`config.mk`:
```
export PLATFORM = sky130hd
export DESIGN_NAME = uart_tx_arbiter
export DESIGN_NICKNAME = d
export VERILOG_FILES = /design/src/rtl/uart_tx_arbiter.sv
export SDC_FILE = /design/constraint.sdc
export NUM_CORES = 1
export LEC_CHECK = 0
export BUFFER_PORTS_ARGS = -buffer_cell sky130_fd_sc_hd__buf_2
export CAP_MARGIN = 30
export CORE_AREA = 2 2 65 67
export DETAILED_ROUTE_END_ITERATION = 16
export DIE_AREA = 0 0 67 69
export PLACE_DENSITY = 0.66
export SYNTH_ARGS = -nofsm -noshare
export SYNTH_HDL_FRONTEND = slang
export SYNTH_SLANG_ARGS = --single-unit
```
`constraint.sdc`:
```
create_clock -name clk -period 2.9 [get_ports clk]
set_input_delay 0.29 -clock clk [delete_from_list [all_inputs] [get_ports clk]]
set_output_delay 0.29 -clock clk [all_outputs]
set_load 0.1 [all_outputs]
```
`src/rtl/uart_tx_arbiter.sv`:
```
// Round-robin arbiter sharing one UART transmitter among NUM_REQ byte producers.
// Supports per-requester packet lock and a watchdog on the UART busy handshake.
module uart_tx_arbiter #(
    parameter int NUM_REQ      = 4,
    parameter int ID_WIDTH     = 2,
    parameter int DATA_WIDTH   = 8,
    parameter int BUSY_TIMEOUT = 16
) (
    input  logic                          clk,
    input  logic                          rst_n,
    input  logic [NUM_REQ-1:0]            req,
    input  logic [NUM_REQ-1:0]            req_lock,
    input  logic [NUM_REQ*DATA_WIDTH-1:0] req_data,
    output logic [NUM_REQ-1:0]            ack,
    output logic [ID_WIDTH-1:0]           grant_id,
    output logic                          busy,
    output logic                          start_transmit,
    output logic [DATA_WIDTH-1:0]         data_to_send,
    input  logic                          tx_busy,
    input  logic                          clear_err,
    output logic                          timeout_err
);
    localparam int CNT_W = $clog2(BUSY_TIMEOUT);

    typedef enum logic [1:0] {IDLE, START, WAIT_HI, WAIT_LO} state_t;

    state_t                      state_q, state_d;
    logic [ID_WIDTH-1:0]         grant_q, grant_d;
    logic [ID_WIDTH-1:0]         rr_q, rr_d;
    logic                        lock_q, lock_d;
    logic [DATA_WIDTH-1:0]       data_q, data_d;
    logic                        start_q, start_d;
    logic [NUM_REQ-1:0]          ack_q, ack_d;
    logic                        busy_q, busy_d;
    logic                        terr_q, terr_d;
    logic [CNT_W-1:0]            cnt_q, cnt_d;

    logic [NUM_REQ-1:0][DATA_WIDTH-1:0] req_bytes;
    logic [ID_WIDTH-1:0]         cand, rr_pick, sel;
    logic                        rr_hit, lock_hit;

    assign req_bytes = req_data;

    function automatic logic [ID_WIDTH-1:0] wrap_id(input int v);
        return ID_WIDTH'(v % NUM_REQ);
    endfunction

    // First pending requester at or after rr_q, wrapping around.
    always_comb begin
        rr_hit  = 1'b0;
        rr_pick = '0;
        cand    = '0;
        for (int i = 0; i < NUM_REQ; i++) begin
            cand = wrap_id(int'(rr_q) + i);
            if (!rr_hit && req[cand]) begin
                rr_hit  = 1'b1;
                rr_pick = cand;
            end
        end
    end

    assign lock_hit = lock_q && req[grant_q];
    assign sel      = lock_hit ? grant_q : rr_pick;

    always_comb begin
        state_d = state_q;
        grant_d = grant_q;
        rr_d    = rr_q;
        lock_d  = lock_q;
        data_d  = data_q;
        start_d = 1'b0;
        ack_d   = '0;
        cnt_d   = cnt_q;
        terr_d  = terr_q & ~clear_err;
        case (state_q)
            IDLE: begin
                if (lock_q && !req[grant_q])
                    lock_d = 1'b0;
                // rr_hit is set whenever any req is high, locked owner included.
                if (rr_hit && !tx_busy) begin
                    grant_d    = sel;
                    data_d     = req_bytes[sel];
                    lock_d     = req_lock[sel];
                    rr_d       = wrap_id(int'(sel) + 1);
                    start_d    = 1'b1;
                    ack_d[sel] = 1'b1;
                    state_d    = START;
                end
            end
            START: begin
                cnt_d   = '0;
                state_d = WAIT_HI;
            end
            WAIT_HI: begin
                if (tx_busy) begin
                    state_d = WAIT_LO;
                end else if (cnt_q == CNT_W'(BUSY_TIMEOUT - 1)) begin
                    terr_d  = 1'b1;
                    lock_d  = 1'b0;
                    state_d = IDLE;
                end else begin
                    cnt_d = cnt_q + CNT_W'(1);
                end
            end
            WAIT_LO: begin
                if (!tx_busy)
                    state_d = IDLE;
            end
            default: state_d = IDLE;
        endcase
        busy_d = (state_d != IDLE);
    end

    always_ff @(posedge clk or negedge rst_n) begin
        if (!rst_n) begin
            state_q <= IDLE;
            grant_q <= '0;
            rr_q    <= '0;
            lock_q  <= 1'b0;
            data_q  <= '0;
            start_q <= 1'b0;
            ack_q   <= '0;
            busy_q  <= 1'b0;
            terr_q  <= 1'b0;
            cnt_q   <= '0;
        end else begin
            state_q <= state_d;
            grant_q <= grant_d;
            rr_q    <= rr_d;
            lock_q  <= lock_d;
            data_q  <= data_d;
            start_q <= start_d;
            ack_q   <= ack_d;
            busy_q  <= busy_d;
            terr_q  <= terr_d;
            cnt_q   <= cnt_d;
        end
    end

    assign ack            = ack_q;
    assign grant_id       = grant_q;
    assign busy           = busy_q;
    assign start_transmit = start_q;
    assign data_to_send   = data_q;
    assign timeout_err    = terr_q;

endmodule

```
==> flow_metrics.tcl, run 1 <==
set metrics [dict create \
    maximum_number_of_pins_on_one_net_before_global_route_repair 27 \
    ys_seq_elements 26 \
    n_antenna_cell 0 \
    grt_setup_unrepaired "false" \
    fin_nets 255 \
    multi_input_comb_area_um2 797 \
    synth_fp_nets 197 \
    port-buffer-count 60 \
    detail-route-antenna-nets 0 \
    power_total_mw 2.38 \
    post-cts-setup-buffers 0 \
    worst_ep_required_time_ns 3.09 \
    endpoint_kind "flop" \
    num-fill-cells 386 \
    worst_setup_skew_after_layout_ns 0.00304 \
    grt_overflow 0 \
    grt_pass1_wl_um 5980 \
    power_per_cell_area_nw_per_um2 1260 \
    synth_top_cell_area_share_pct 43.6 \
    fp.coreArea_um2 3910 \
    drt_pass1_iterations 5 \
    synthCells 152 \
    cts_root_buffer "clkbuf_8" \
    die_w_um 67 \
    regArea_um2 651 \
    finalCritPeriodShare_pct 77.0 \
    min_path_type "in2async" \
    leakage_nw 0.867 \
    vias_per_cell 5.29 \
    drc 0 \
    fin_crit_ns 2.23 \
    fmax_mhz 448 \
    fp.dieArea_um2 4620 \
    effective_utilization_at_floorplan_pct 38.2 \
    slew_headroom_pct 56.3 \
    timing.final.max_slew_violations 0 \
    timing_hold_violations_final 0 \
    cts_num_sinks 26 \
    1st_iter_drt_viols 71 \
    top_level_ports 61 \
    cts-htree-levels 1 \
    grtUsageTotal_pct 16.3 \
    critPathArrivalTime_ns 2.42 \
    setup_viol 0 \
    netlist-cell-type-count 43 \
    ir_drop_mv 0.841 \
    setup.worst_path.start_class "flop" \
    cts.repair.resized 0 \
    gp_congestion 0.790 \
    worstMarginPinSlew_ns 0.654 \
    hpwlAfterDp_um 2580 \
    first_global_vias 1271 \
    detail_route.wl_per_cell_um 13.1 \
    netlist_top_cells_area "dfrtp_1 44%, a22oi_1 9.0%, nor2_1 4.5%" \
    vias 1370 \
    synthesis.yosys.warnings 0 \
    clock_pin_slew_reported_for_the_worst_setup_and_hold_paths_after_clock_tree_synthesis_ns 0.09 \
    mappedNetlistArea_um2 1490 \
    yosysTopAreaCell "dfrtp_1" \
    syn2layout_area_growth_pct 26.4 \
    grt_antenna_before_repair 0 \
    cts_inserted_buffers 3 \
    die_h_um 69 \
    routed_wirelength_um 3410 \
    drv.max_cap_violation_count 0 \
    tritoncts "yes" \
    outcome "completed" \
    clockBufferDepth 2 \
    insertion_delay_ns 0.26 \
    path_class "reg2reg" \
    worstPathMaxFanout 10 \
    post_route_cells_drive_above_1_share_pct 38.3 \
    holdBufCountCts 0 \
    mean_syn_cell_area_um2 9.83 \
    ys_seq_area_share_pct 43.6 \
    setup_total_negative_slack_ns 0 \
    core.rowCount 23 \
]
-- placed cells by master, fill, tap and decap left out, types with 2 or more instances in the layout --
cell type,netlist,layout
nand2_1,7,7
o21ai_0,9,9
buf_2,1,60
dfrtp_1,26,26
inv_1,4,4
clkbuf_8,0,4
o311ai_0,2,2
a21oi_1,7,7
nor4_1,2,2
nand2b_1,2,2
a31oi_1,9,9
nor2_1,18,18
and3_1,2,2
a22oi_1,18,18
mux2_4,2,2
o21a_1,2,2
o21bai_1,2,2
mux2_2,3,3
mux2i_1,2,2
nor3_1,3,3
nand3_1,4,4
-- per-layer routing --
| layer | vias to the layer above | track usage [%] | part of all wire [%] |
|---|---|---|---|
| li1 | 695 | - | - |
| met1 | 611 | 24.3 | 48 |
| met2 | 62 | 23.5 | 42 |
| met3 | 2 | 3.59 | 8.9 |
| met4 | 0 | 4.76 | 0.91 |
| met5 | - | 0 | 0 |
-- critical path: stages (launching register included) --
cell and delay (ns):
dfrtp_1 0.57, mux2_4 0.35, and3_4 0.19, or2_4 0.27, o32ai_4 0.42, a22oi_1 0.16
a31oi_1 0.19
-- worst paths after layout --
check,startpoint,end,slack [ns],cells after the start
setup / recovery,grant_id[0],data_to_send[6],0.67,6
hold / removal,rst_n,busy,0.01,1
setup reg to reg,grant_id[0],data_to_send[6],0.67,6
hold reg to reg,timeout_err,timeout_err,0.54,2
max in group asynchronous,rst_n,data_to_send[2],2.52,1
min in group clk,clear_err,timeout_err,0.20,2
-- flip-flops by register name (all words and copies together), names as in the netlist --
signal / flops
grant_id: 2
data_to_send: 8
rr_q: 2
timeout_err: 1
lock_q: 1
busy: 1
ack: 4
cnt_q: 4
start_transmit: 1
state_q: 2
-- synth_stat cells --
library cell / count
dfrtp_1: 26
a22oi_1: 18
nor2_1: 18
a31oi_1: 9
o21ai_0: 9
a21oi_1: 7
nand2_1: 7
clkbuf_1: 5
inv_1: 4
nand3_1: 4
mux2_2: 3
nor3_1: 3
and3_1: 2
mux2_4: 2
mux2i_1: 2
nand2b_1: 2
nor4_1: 2
o21a_1: 2
o21bai_1: 2
o311ai_0: 2
a211oi_2: 1
a21o_1: 1
a32o_1: 1
a32o_2: 1
and3_4: 1
and3b_1: 1
and3b_4: 1
buf_2: 1
buf_6: 1
clkbuf_2: 1
ha_1: 1
nand3b_1: 1
nand4b_1: 1
nor2_2: 1
nor2b_1: 1
nor4_2: 1
nor4b_1: 1
o211ai_1: 1
o221a_2: 1
o22ai_1: 1
o31ai_4: 1
o32ai_4: 1
or2_4: 1
-- area by class of cell --
class	count	area share (%)
multi-input cells	114	42.2
flip-flops and latches	26	34.5
inverters	4	0.795
clock buffers	4	2.92
repair buffers	61	16.3
well taps	50	3.31
-- through the flow --
stage	worst slack, ns	std cells	utilization (%)	hold WS (ns)	instance area, um2
floorplan	0.271	152	-	-0.00559	1490
global placement	0.727	255	46.8	0.323	1830
detailed placement	0.666	255	46.8	0.332	1830
CTS	0.666	259	48.2	0.0288	1890
global route	0.468	259	48.2	0.0566	1890
finish	0.667	259	48.2	0.00981	1890
-- report_power, final --
| part | switching (mW) | total, mW | internal [mW] |
|---|---|---|---|
| clock network | 0.110 | 0.231 | 0.121 |
| registers | 0.152 | 0.650 | 0.498 |
| logic | 1.10 | 1.50 | 0.403 |
| total | 1.36 | 2.38 | 1.02 |
-- kinds of logic after synthesis --
group	after synthesis	synth area share (%)
flip-flops	26	43.6
AND/OR/NAND/NOR	48	17.3
buffers and inverters	12	3.68
AO/OA/AOI/OAI	58	29.1
adder cells (fa/ha/maj)	1	0.837
multiplexers	7	5.61
Note: power is estimated with default switching activity, not from simulation.
==> run 2, diff against run 1 <==
Clock period 2.9 ns to 2.2 ns, I/O delays scaled along.
==> flow_metrics.tcl, run 2 (synthesis results as in run 1) <==
set metrics [dict create \
    fin_crit_ns 2.04 \
    vias 1403 \
    preCtsSetupSlack_ns 0.140 \
    grt_pass1_wl_um 6130 \
    worst_ep_required_time_ns 2.39 \
    worstMarginPinSlew_ns 0.574 \
    power_per_cell_area_nw_per_um2 1660 \
    cts_num_sinks 26 \
    fp.dieArea_um2 4620 \
    grt_setup_unrepaired "false" \
    die_h_um 69 \
    power_total_mw 3.26 \
    cts_root_buffer "clkbuf_8" \
    drv.max_cap_violation_count 0 \
    routed_wirelength_um 3510 \
    path_class "reg2reg" \
    core.rowCount 23 \
    ir_drop_mv 1.12 \
    drc 0 \
    min_delay_path_depth 2 \
    setup_viol 0 \
    r2r_cells 7 \
    syn2layout_area_growth_pct 31.3 \
    tritoncts "yes" \
    cts-htree-levels 1 \
    clockBufferDepth 2 \
    worst_setup_sp "grant_id[0]" \
    fmax_mhz 491 \
    detail-route-antenna-nets 0 \
    port-buffer-count 60 \
    r2r_start "grant_id[0]" \
    top_level_ports 61 \
    worstPathMaxFanout 10 \
    grt_antenna_before_repair 0 \
    grtUsageTotal_pct 16.7 \
    final_cell_mix "60 x buf_2, 25 x dfrtp_1, 18 x nor2_1, 18 x a22oi_1" \
    1st_iter_drt_viols 100 \
    hold_path_origin "clear_err" \
    number_of_flip_flops_in_the_largest_register 8 \
    maximum_number_of_pins_on_one_net_before_global_route_repair 27 \
    vias_per_cell 5.27 \
    first_global_vias 1355 \
    gp_congestion 0.878 \
    effective_utilization_at_floorplan_pct 38.2 \
    final_core_util_pct 50.1 \
    fin_nets 262 \
    insertion_delay_ns 0.27 \
    num-fill-cells 400 \
    slew_headroom_pct 61.7 \
    drt_pass1_iterations 4 \
    setup_total_negative_slack_ns 0 \
    cts.repair.resized 0 \
    cts_inserted_buffers 3 \
    min_path_type "in2reg" \
    clock_pin_slew_reported_for_the_worst_setup_and_hold_paths_after_clock_tree_synthesis_ns 0.09 \
    setup.worst_path.start_class "flop" \
    critPathArrivalTime_ns 2.23 \
    fp.coreArea_um2 3910 \
    grt_overflow 0 \
    min_to "timeout_err" \
    outcome "completed" \
    timing_hold_violations_final 0 \
    post_route_cells_drive_above_1_share_pct 39.8 \
    worst_setup_skew_after_layout_ns 0.00407 \
    hpwlAfterDp_um 2680 \
    leakage_nw 0.901 \
    final_setup_margin_ns 0.162 \
    worst-r2r-setup-slack_ns 0.16 \
    finalCritPeriodShare_pct 92.6 \
    endpoint_kind "flop" \
    detail_route.wl_per_cell_um 13.2 \
    reg2reg_to "lock_q" \
    timing.final.max_slew_violations 0 \
    n_antenna_cell 0 \
    layout.cells.most_common "buf_2" \
    die_w_um 67 \
]
-- run 2: changes by cell type in the layout (fill, tap and decap cells not counted), sizes merged --
cell	delta
buf	+6
dlygate4sd3	+1
-- run 2: layout make-up --
type                            count  area, um2  share of cell area [%]
Sequential cell                    26        654                    33.4
Tap cell                           50       62.6                    3.19
Multi-Input combinational cell    114        797                    40.6
Clock buffer                        4       45.0                    2.30
Timing Repair Buffer               68        388                    19.8
Inverter                            4       15.0                   0.765
-- run 2: power breakdown --
part / switching [mW] / total, mW / internal (mW)
logic: 1.49 / 2.14 / 0.645
registers: 0.182 / 0.845 / 0.663
clock network: 0.144 / 0.274 / 0.129
total: 1.82 / 3.26 / 1.44
-- run 2: per-layer routing --
layer / vias up / part of all wire (%) / GRT usage (%)
met2: 55 / 45 / 24.6
li1: 708 / - / -
met3: 2 / 6.8 / 3.10
met1: 638 / 47 / 24.6
met5: - / 0 / 0
met4: 0 / 0.66 / 4.76
-- run 2: critical path, cell delays in order, from the launching register on --
cell and delay, ns:
dfrtp_4 0.50, mux2_4 0.31, and3b_4 0.21, or2_4 0.26, o32ai_4 0.25, buf_12 0.16, a22oi_1 0.09, a31oi_1 0.18
-- run 2: worst max-delay path by stage --
stage | to | slack [ns] | cells after the start
floorplan | data_to_send[0] | -0.07 | 7
global placement | data_to_send[1] | 0.19 | 6
detailed placement | lock_q | 0.14 | 6
CTS | lock_q | 0.12 | 6
global route | data_to_send[5] | 0.06 | 7
finish | lock_q | 0.16 | 7
-- run 2: timing repair --
item	4_1_cts	5_1_grt
buffers inserted	0	1
hold buffers	1	0
endpoints found under the setup margin	0	1
endpoints found under the hold margin	26	0
-- run 2: metrics by stage --
step                hold slack (ns)  std cells  area (um2)
detailed placement            0.261        260        1890
global placement              0.261        260        1890
floorplan                   -0.0756        152        1500
global route                  0.131        266        1960
finish                        0.130        266        1960
CTS                           0.125        265        1940
